## src/rtl/trap_entry_sequencer.sv

```systemverilog
// ============================================================================
// trap_entry_sequencer : writes sepc/scause/stval on ecall/unimp, then redirects
// to stvec. Optional macro TRAP_SSTATUS_EN adds an sstatus update step.
// Revision: 1.0
// ============================================================================
`default_nettype none

module trap_entry_sequencer #(
  parameter int XLEN           = 64,
  parameter int SCAUSE_ECALL   = 8,
  parameter int SCAUSE_ILLEGAL = 2
) (
  input  logic            clk,
  input  logic            rstn,
  input  logic            trap_valid,
  input  logic [1:0]      trap,
  input  logic [XLEN-1:0] trap_pc,
  input  logic [31:0]     trap_inst,
  output logic            trap_ready,
  input  logic [XLEN-1:0] stvec_value,
  input  logic [XLEN-1:0] sstatus_value,
  output logic            csr_write,
  output logic [11:0]     csr_write_addr,
  output logic [XLEN-1:0] csr_write_data,
  output logic            stall,
  output logic            redirect_valid,
  output logic [XLEN-1:0] redirect_pc
);

  localparam logic [XLEN-1:0] ALIGN_MASK   = ~XLEN'(3);
  localparam logic [11:0]     CSR_SSTATUS  = 12'h100;
  localparam logic [11:0]     CSR_SEPC     = 12'h141;
  localparam logic [11:0]     CSR_SCAUSE   = 12'h142;
  localparam logic [11:0]     CSR_STVAL    = 12'h143;
  localparam logic [1:0]      TRAP_ECALL   = 2'b01;
  localparam logic [1:0]      TRAP_UNIMP   = 2'b10;

  typedef enum logic [2:0] {
    S_IDLE     = 3'd0,
    S_SEPC     = 3'd1,
    S_SCAUSE   = 3'd2,
    S_STVAL    = 3'd3,
    S_SSTATUS  = 3'd4,
    S_REDIRECT = 3'd5
  } state_t;

  state_t          state;
  logic [XLEN-1:0] pc_q;
  logic [XLEN-1:0] cause_q;
  logic [XLEN-1:0] tval_q;
  logic            accept;
  logic [XLEN-1:0] sstatus_new;

  assign accept = (state == S_IDLE) && trap_valid &&
                  ((trap == TRAP_ECALL) || (trap == TRAP_UNIMP));

`ifdef TRAP_SSTATUS_EN
  // Trap from U-mode: SPIE <- SIE, SIE <- 0, SPP <- 0.
  always_comb begin
    sstatus_new    = sstatus_value;
    sstatus_new[5] = sstatus_value[1];
    sstatus_new[1] = 1'b0;
    sstatus_new[8] = 1'b0;
  end
`else
  logic unused_sstatus;
  assign unused_sstatus = ^sstatus_value;
  assign sstatus_new    = '0;
`endif

  always_ff @(posedge clk or negedge rstn) begin
    if (!rstn) begin
      state   <= S_IDLE;
      pc_q    <= '0;
      cause_q <= '0;
      tval_q  <= '0;
    end else begin
      case (state)
        S_IDLE: begin
          if (accept) begin
            state   <= S_SEPC;
            pc_q    <= trap_pc & ALIGN_MASK;
            cause_q <= (trap == TRAP_ECALL) ? XLEN'(SCAUSE_ECALL)
                                            : XLEN'(SCAUSE_ILLEGAL);
            tval_q  <= (trap == TRAP_ECALL) ? '0 : XLEN'(trap_inst);
          end
        end
        S_SEPC:   state <= S_SCAUSE;
        S_SCAUSE: state <= S_STVAL;
`ifdef TRAP_SSTATUS_EN
        S_STVAL:   state <= S_SSTATUS;
        S_SSTATUS: state <= S_REDIRECT;
`else
        S_STVAL:   state <= S_REDIRECT;
`endif
        S_REDIRECT: state <= S_IDLE;
        default:    state <= S_IDLE;
      endcase
    end
  end

  // Moore decode; stvec and sstatus are sampled in the cycle they are used.
  always_comb begin
    trap_ready     = (state == S_IDLE);
    stall          = (state != S_IDLE);
    csr_write      = 1'b0;
    csr_write_addr = '0;
    csr_write_data = '0;
    redirect_valid = 1'b0;
    redirect_pc    = '0;
    case (state)
      S_SEPC: begin
        csr_write      = 1'b1;
        csr_write_addr = CSR_SEPC;
        csr_write_data = pc_q;
      end
      S_SCAUSE: begin
        csr_write      = 1'b1;
        csr_write_addr = CSR_SCAUSE;
        csr_write_data = cause_q;
      end
      S_STVAL: begin
        csr_write      = 1'b1;
        csr_write_addr = CSR_STVAL;
        csr_write_data = tval_q;
      end
`ifdef TRAP_SSTATUS_EN
      S_SSTATUS: begin
        csr_write      = 1'b1;
        csr_write_addr = CSR_SSTATUS;
        csr_write_data = sstatus_new;
      end
`endif
      S_REDIRECT: begin
        redirect_valid = 1'b1;
        redirect_pc    = stvec_value & ALIGN_MASK;
      end
      default: ;
    endcase
  end

endmodule

`default_nettype wire

```

## config.mk

```make
export PLATFORM = sky130hd
export DESIGN_NAME = trap_entry_sequencer
export DESIGN_NICKNAME = d
export VERILOG_FILES = /design/src/rtl/trap_entry_sequencer.sv
export SDC_FILE = /design/constraint.sdc
export NUM_CORES = 1
export LEC_CHECK = 0
export ABC_AREA = 1
export CORE_AREA = 2 2 145 147
export CTS_CLUSTER_SIZE = 40
export DETAILED_ROUTE_END_ITERATION = 6
export DIE_AREA = 0 0 147 149
export HOLD_SLACK_MARGIN = 0.06
export PLACE_DENSITY_LB_ADDON = 0.2
export SYNTH_ARGS = -nofsm -noshare
export SYNTH_HDL_FRONTEND = slang
export SYNTH_SLANG_ARGS = --single-unit
```

## constraint.sdc

```tcl
create_clock -name clk -period 1.4 [get_ports clk]
set_input_delay 0.28 -clock clk [delete_from_list [all_inputs] [get_ports clk]]
set_output_delay 0.28 -clock clk [all_outputs]
set_load 0.02 [all_outputs]
```

==> Yosys cells after proc, flatten, opt, wreduce, memory -nomap -nowiden <==
Cells that the tools add are included.
W data, S select, Z words.
{ "op_classes": {"div": 0, "n_reduce_logical": 7, "bitwise": 0, "add_sub_neg": 0, "mux": 9, "n_mul": 0, "n_shift": 0, "eq_ne": 7, "n_lt_le_gt_ge": 0} }
{ "ops": {"columns": ["operator", "count"], "rows": [
  ["$pmux W64 S3", 1],
  ["$mux W64", 1],
  ["$mux W32", 1],
  ["$pmux W9 S3", 1],
  ["$pmux W3 S4", 1],
  ["$eq A3 B2 Y1 const B", 2],
  ["$mux W4", 1],
  ["$eq A3 B1 Y1 const B", 1],
  ["$eq A3 B3 Y1 const B", 1],
  ["$logic_not A3 Y1", 1],
  ["$mux W3", 1],
  ["$reduce_bool A3 Y1", 1],
  ["$reduce_or A3 Y1", 1],
  ["$eq A2 B1 Y1 const B", 1],
  ["$eq A2 B2 Y1 const B", 1],
  ["$logic_and A1 B1 Y1", 2],
  ["$mux W1", 2],
  ["$ne A2 B1 Y1 const B", 1],
  ["$reduce_and A2 Y1", 1],
  ["$logic_or A1 B1 Y1", 1]
]} }
{ "totals": {"ramBits": 0, "latch_bits": 0, "memories": 0, "input_bits": 229, "register_bits": 193, "output_inout_bits": 144, "mem_bits_ro": 0, "wordCells": 27} }

==> Depth between registers and ports, before layout <==
Gate-level depths: netlist of run 1.
{ "depth": {"depth_word": 5, "depth_mapped": 8, "ltp_nobuf": 6} }

==> Worst setup path before layout of run 1 <==
No wires, ideal clock.
{ "synth_path": {"path_kind": "flip-flop to output port", "from": "register state[1]", "to": "output port csr_write_addr[6]", "required_time_ps": 1120, "path_buffers": 2, "path_stages_with_launch": 7, "path_slack_ps": -349, "t_arrival_ps": 1469, "cell_sequence": "dfrtp_1 -> inv_2 -> buf_2 -> nor2_1 -> inv_1 -> nand2_1 -> buf_4"} }
{ "synth_via": {"elab_chain_cells": 2} }
{ "synth_rtl": {"columns": ["element", "line", "rtl"], "rows": [
  ["start: declaration", "47", "state_t state;"],
  ["start signal: assignment", "73", "state <= S_IDLE;"],
  ["start signal: assignment", "81", "state <= S_SEPC;"],
  ["start signal: assignment", "88", "S_SEPC: state <= S_SCAUSE;"],
  ["$eq A3 B2 Y1 or $eq A3 B1 Y1 (tied branches)", "111", "case (state)"],
  ["$pmux W9 S3 (*)", "111", null],
  ["end: declaration", "23", "output logic [11:0] csr_write_addr,"]
]} }
Every way passes the cells marked *; elsewhere a longest branch is shown, timed or not.

==> Final worst setup path of run 1 <==
{ "layout_path": {"from": "register state[1]", "to": "output port redirect_pc[23]"} }
{ "layout_via": {"elab_chain_cells": 2} }
{ "layout_rtl": {"columns": ["element", "line", "rtl"], "rows": [
  ["$eq A3 B3 Y1", "111", null],
  ["$mux W64", "111", null],
  ["end: declaration", "27", "output logic [XLEN-1:0] redirect_pc"]
]} }
No other way between the ends.

==> qor.txt, run 1 <==
Status: finished, violations left
Failing checks: setup timing
Reg-to-reg endpoint: cause_q[1]$_DFFE_PN0P_
Number of synthesized flops with an enable pin: 0
Synth Area in Compound Gates: 0.0900%
Most numerous cell in the Yosys netlist: nand2_1
Synthesis warning total: 0
Pwr Total: 22.6 mW
Actual slew at the worst max-slew pin: 0.545 ns
Root Buffer: clkbuf_16
DRC Markers: 0
Area growth syn-to-layout: 118%
Syn Std Cell Area: 5560 µm²
Layout cells sized above 1: 42.4%
Crit-path max FO: 4
Power Dens Cells: 1860 nW/µm²
Simple-gate share of the synthesized area: 39.4%
Fmax: 500 MHz
Initial antenna violation count: 5
Adder-cell area share of the yosys netlist: 0.225%
Chip Width: 147 µm
First-pass GRT wire length: 34.9 mm
Clock Tree Buf Depth: 2
Final HPWL DP: 15.1 mm
Clock Latency Late Sink: 0.35 ns
Slew HR: 63.7%
CTS tree: done
#FFs+latches synth: 99
Register area share after synthesis: 44.6%
Largest family of logic cells by synthesized area: simple AND/OR/NAND/NOR gates
Largest net degree at the start of global routing: 61
Period utilization: 143%
Worst Clk Skew: 0.0142 ns
Cell chain of the critical path: inv_4 > nand3_4 > buf_12 > buf_16 > buf_8 > nor2_4 > buf_6
Final hold vios: 0
Ranking of synthesized cells by area: dfrtp_1 45%, nand2_1 19%, inv_1 9.1%, nor2_1 8.8%, nand4_1 7.4%
Crit path DAT: 1.72 ns
IO Port Bufs: 294
Die Area: 21900 µm²
Synth Area in XOR/XNOR: 0%
Routed WL per cell: 17.5 µm
CP max stage cell: dfrtp_2
Synthesized instance count: 830
Peak supply drop: 0.951 mV
Num rows: 53
Ys async rst share: 100%
Startpoint Class: flop
Gpl congestion: 0.774
R2r worst-path depth: 10
Design Area, Final: 12100 µm²
Overflow after GRT: 0
Post-DP Area: 9260 µm²
Worst Setup EP: redirect_pc[23]
Non-Filler Instances: 1477
Area share of the largest cell type after synthesis: 44.6%
Core area: 20600 µm²
DP Cell Count: 1387
Hold WC Path Type: in -> async
Total Neg Setup Slack: -105.03 ns
GRT Resource Usage Total: 20.7%
Post-synthesis mux area share: 0%
Num CTS Buffers: 9
Period minus WS final: 2.00 ns
FF-to-FF setup slack: -0.45 ns
Critical Path RT: 1.12 ns
Initial DRC count: 271
Number of global-route vias before repair: 6117
Top FF cell, synth: dfrtp_1
Final core utilization: 59.0%
Pins Over Slew Limit: 0
Crit end category: output port
DRT antenna net count: 0
Unique masters post-synth: 18
Die H: 149 µm
Setup ws final: -0.601 ns
Place WS: -0.632 ns
Clock sinks: 99
Starting Density: 27.0%
CP peak stage delay: 0.46 ns
Crit. Startpoint: state[1]$_DFFE_PN0P_
# setup viols final: 231
Syn avg cell area: 6.70 µm²
# fillers: 1751
H-tree depth: 3
Total Nets Final: 1422
DR pass1 iterations: 4
Hold slack final: 0.455 ns
Leakage dissipation: 6.09 nW
Ports: 373
Cell taking the most area after synthesis: dfrtp_1
Synth cell count leaders: 287 x nand2_1, 135 x inv_1, 130 x nor2_1
Max_cap viols: 0
Reg-to-Reg Start: state[0]$_DFFE_PN0P_
Final wirelength: 25.9 mm
Via-per-instance ratio: 4.47
CP Class: reg -> out
RSZ-0062 raised after global routing: true
Clock-pin slew on the worst setup and hold paths: 0.08 ns
Via count: 6607
how the worst min path moves through the flow:
stage / end / slack, ns / cells past startpoint
after detailed placement: tval_q[21]$_DFFE_PN0P_ / 0.31 / 2
after global placement: pc_q[21]$_DFFE_PN0P_ / 0.31 / 2
after CTS: tval_q[21]$_DFFE_PN0P_ / 0.46 / 3
after global routing: tval_q[21]$_DFFE_PN0P_ / 0.48 / 3
after floorplan: cause_q[1]$_DFFE_PN0P_ / -0.02 / 0
final: tval_q[21]$_DFFE_PN0P_ / 0.45 / 3
logic make-up after synthesis:
| logic type | after synthesis |
|---|---|
| AND/OR/NAND/NOR | 522 |
| buffers and inverters | 206 |
| flip-flops | 99 |
| AO/OA/AOI/OAI | 1 |
| adder cells (fa/ha/maj) | 1 |
| other | 1 |
worst max-delay path, delay by kind of cell (launching register included):
| family | cells | cell delay (ns) |
|---|---|---|
| DFF | 1 | 0.46 |
| and+or+nand+nor | 2 | 0.23 |
| buffers and inverters | 5 | 0.68 |
cells in the final DEF (no fill, tap or decap), types with 5 or more instances in the layout:
cell	netlist	layout
buf_6	0	153
conb_1	1	10
nand4_1	66	66
buf_4	14	31
nor2_1	130	32
buf_16	0	10
buf_8	0	11
dfrtp_1	99	98
nand3_1	35	32
diode_2	0	5
nor2_4	1	92
nand2_1	287	161
clkbuf_16	0	23
nand2_2	0	93
clkdlybuf4s50_1	0	159
buf_12	0	29
inv_1	135	130
nor2_2	1	8
nand2_4	0	33
state kept, by name (all words and copies together) (netlist names):
register  count
pc_q         62
tval_q       32
state         3
cause_q       2
per-layer routing:
layer	GRT usage (%)	vias up	share of wire, %	wire length (µm)
met5	0	-	0	0
met1	25.0	3091	39	10000
met3	4.71	37	6.8	1760
li1	-	3217	-	-
met4	7.02	0	3.0	767
met2	36.5	262	52	13400
final cells by class:
cell class	count	area [µm²]	share of cell area, %
inverter	138	541	4.46
multi-input combinational	535	3500	28.9
clock buffer	10	239	1.97
sequential	99	2480	20.4
timing repair buffer	409	4960	40.9
antenna	5	12.5	0.103
tap	275	344	2.84
clock inverter	6	53.8	0.444
report_power, final:
| group | switching [mW] | internal (mW) | leakage [nW] |
|---|---|---|---|
| Combinational | 7.60 | 7.32 | 4.70 |
| Clock | 1.24 | 1.29 | 0.142 |
| Sequential | 1.05 | 4.13 | 1.25 |
repair_timing:
| action | in CTS | in global routing |
|---|---|---|
| pin swaps | 7 | 75 |
| hold endpoints to repair | 94 | 0 |
| hold buffers | 1 | 0 |
| resized for setup | 791 | 382 |
| gates cloned | 14 | 18 |
| buffers inserted | 23 | 22 |
| setup endpoints to repair | 231 | 231 |
(Power assumes the default switching activity.)
==> inputs of run 2 (changes only) <==
ABC_CLOCK_PERIOD_IN_PS = 1400   (was unset)
==> results of run 2 <==
Same layout as run 1: the final DEF is identical, and so are final timing and power.
==> inputs of run 3 (changes only) <==
CAP_MARGIN = 10   (was unset)
==> results of run 3 <==
Same layout as run 1: the final DEF is identical, and so are final timing and power.
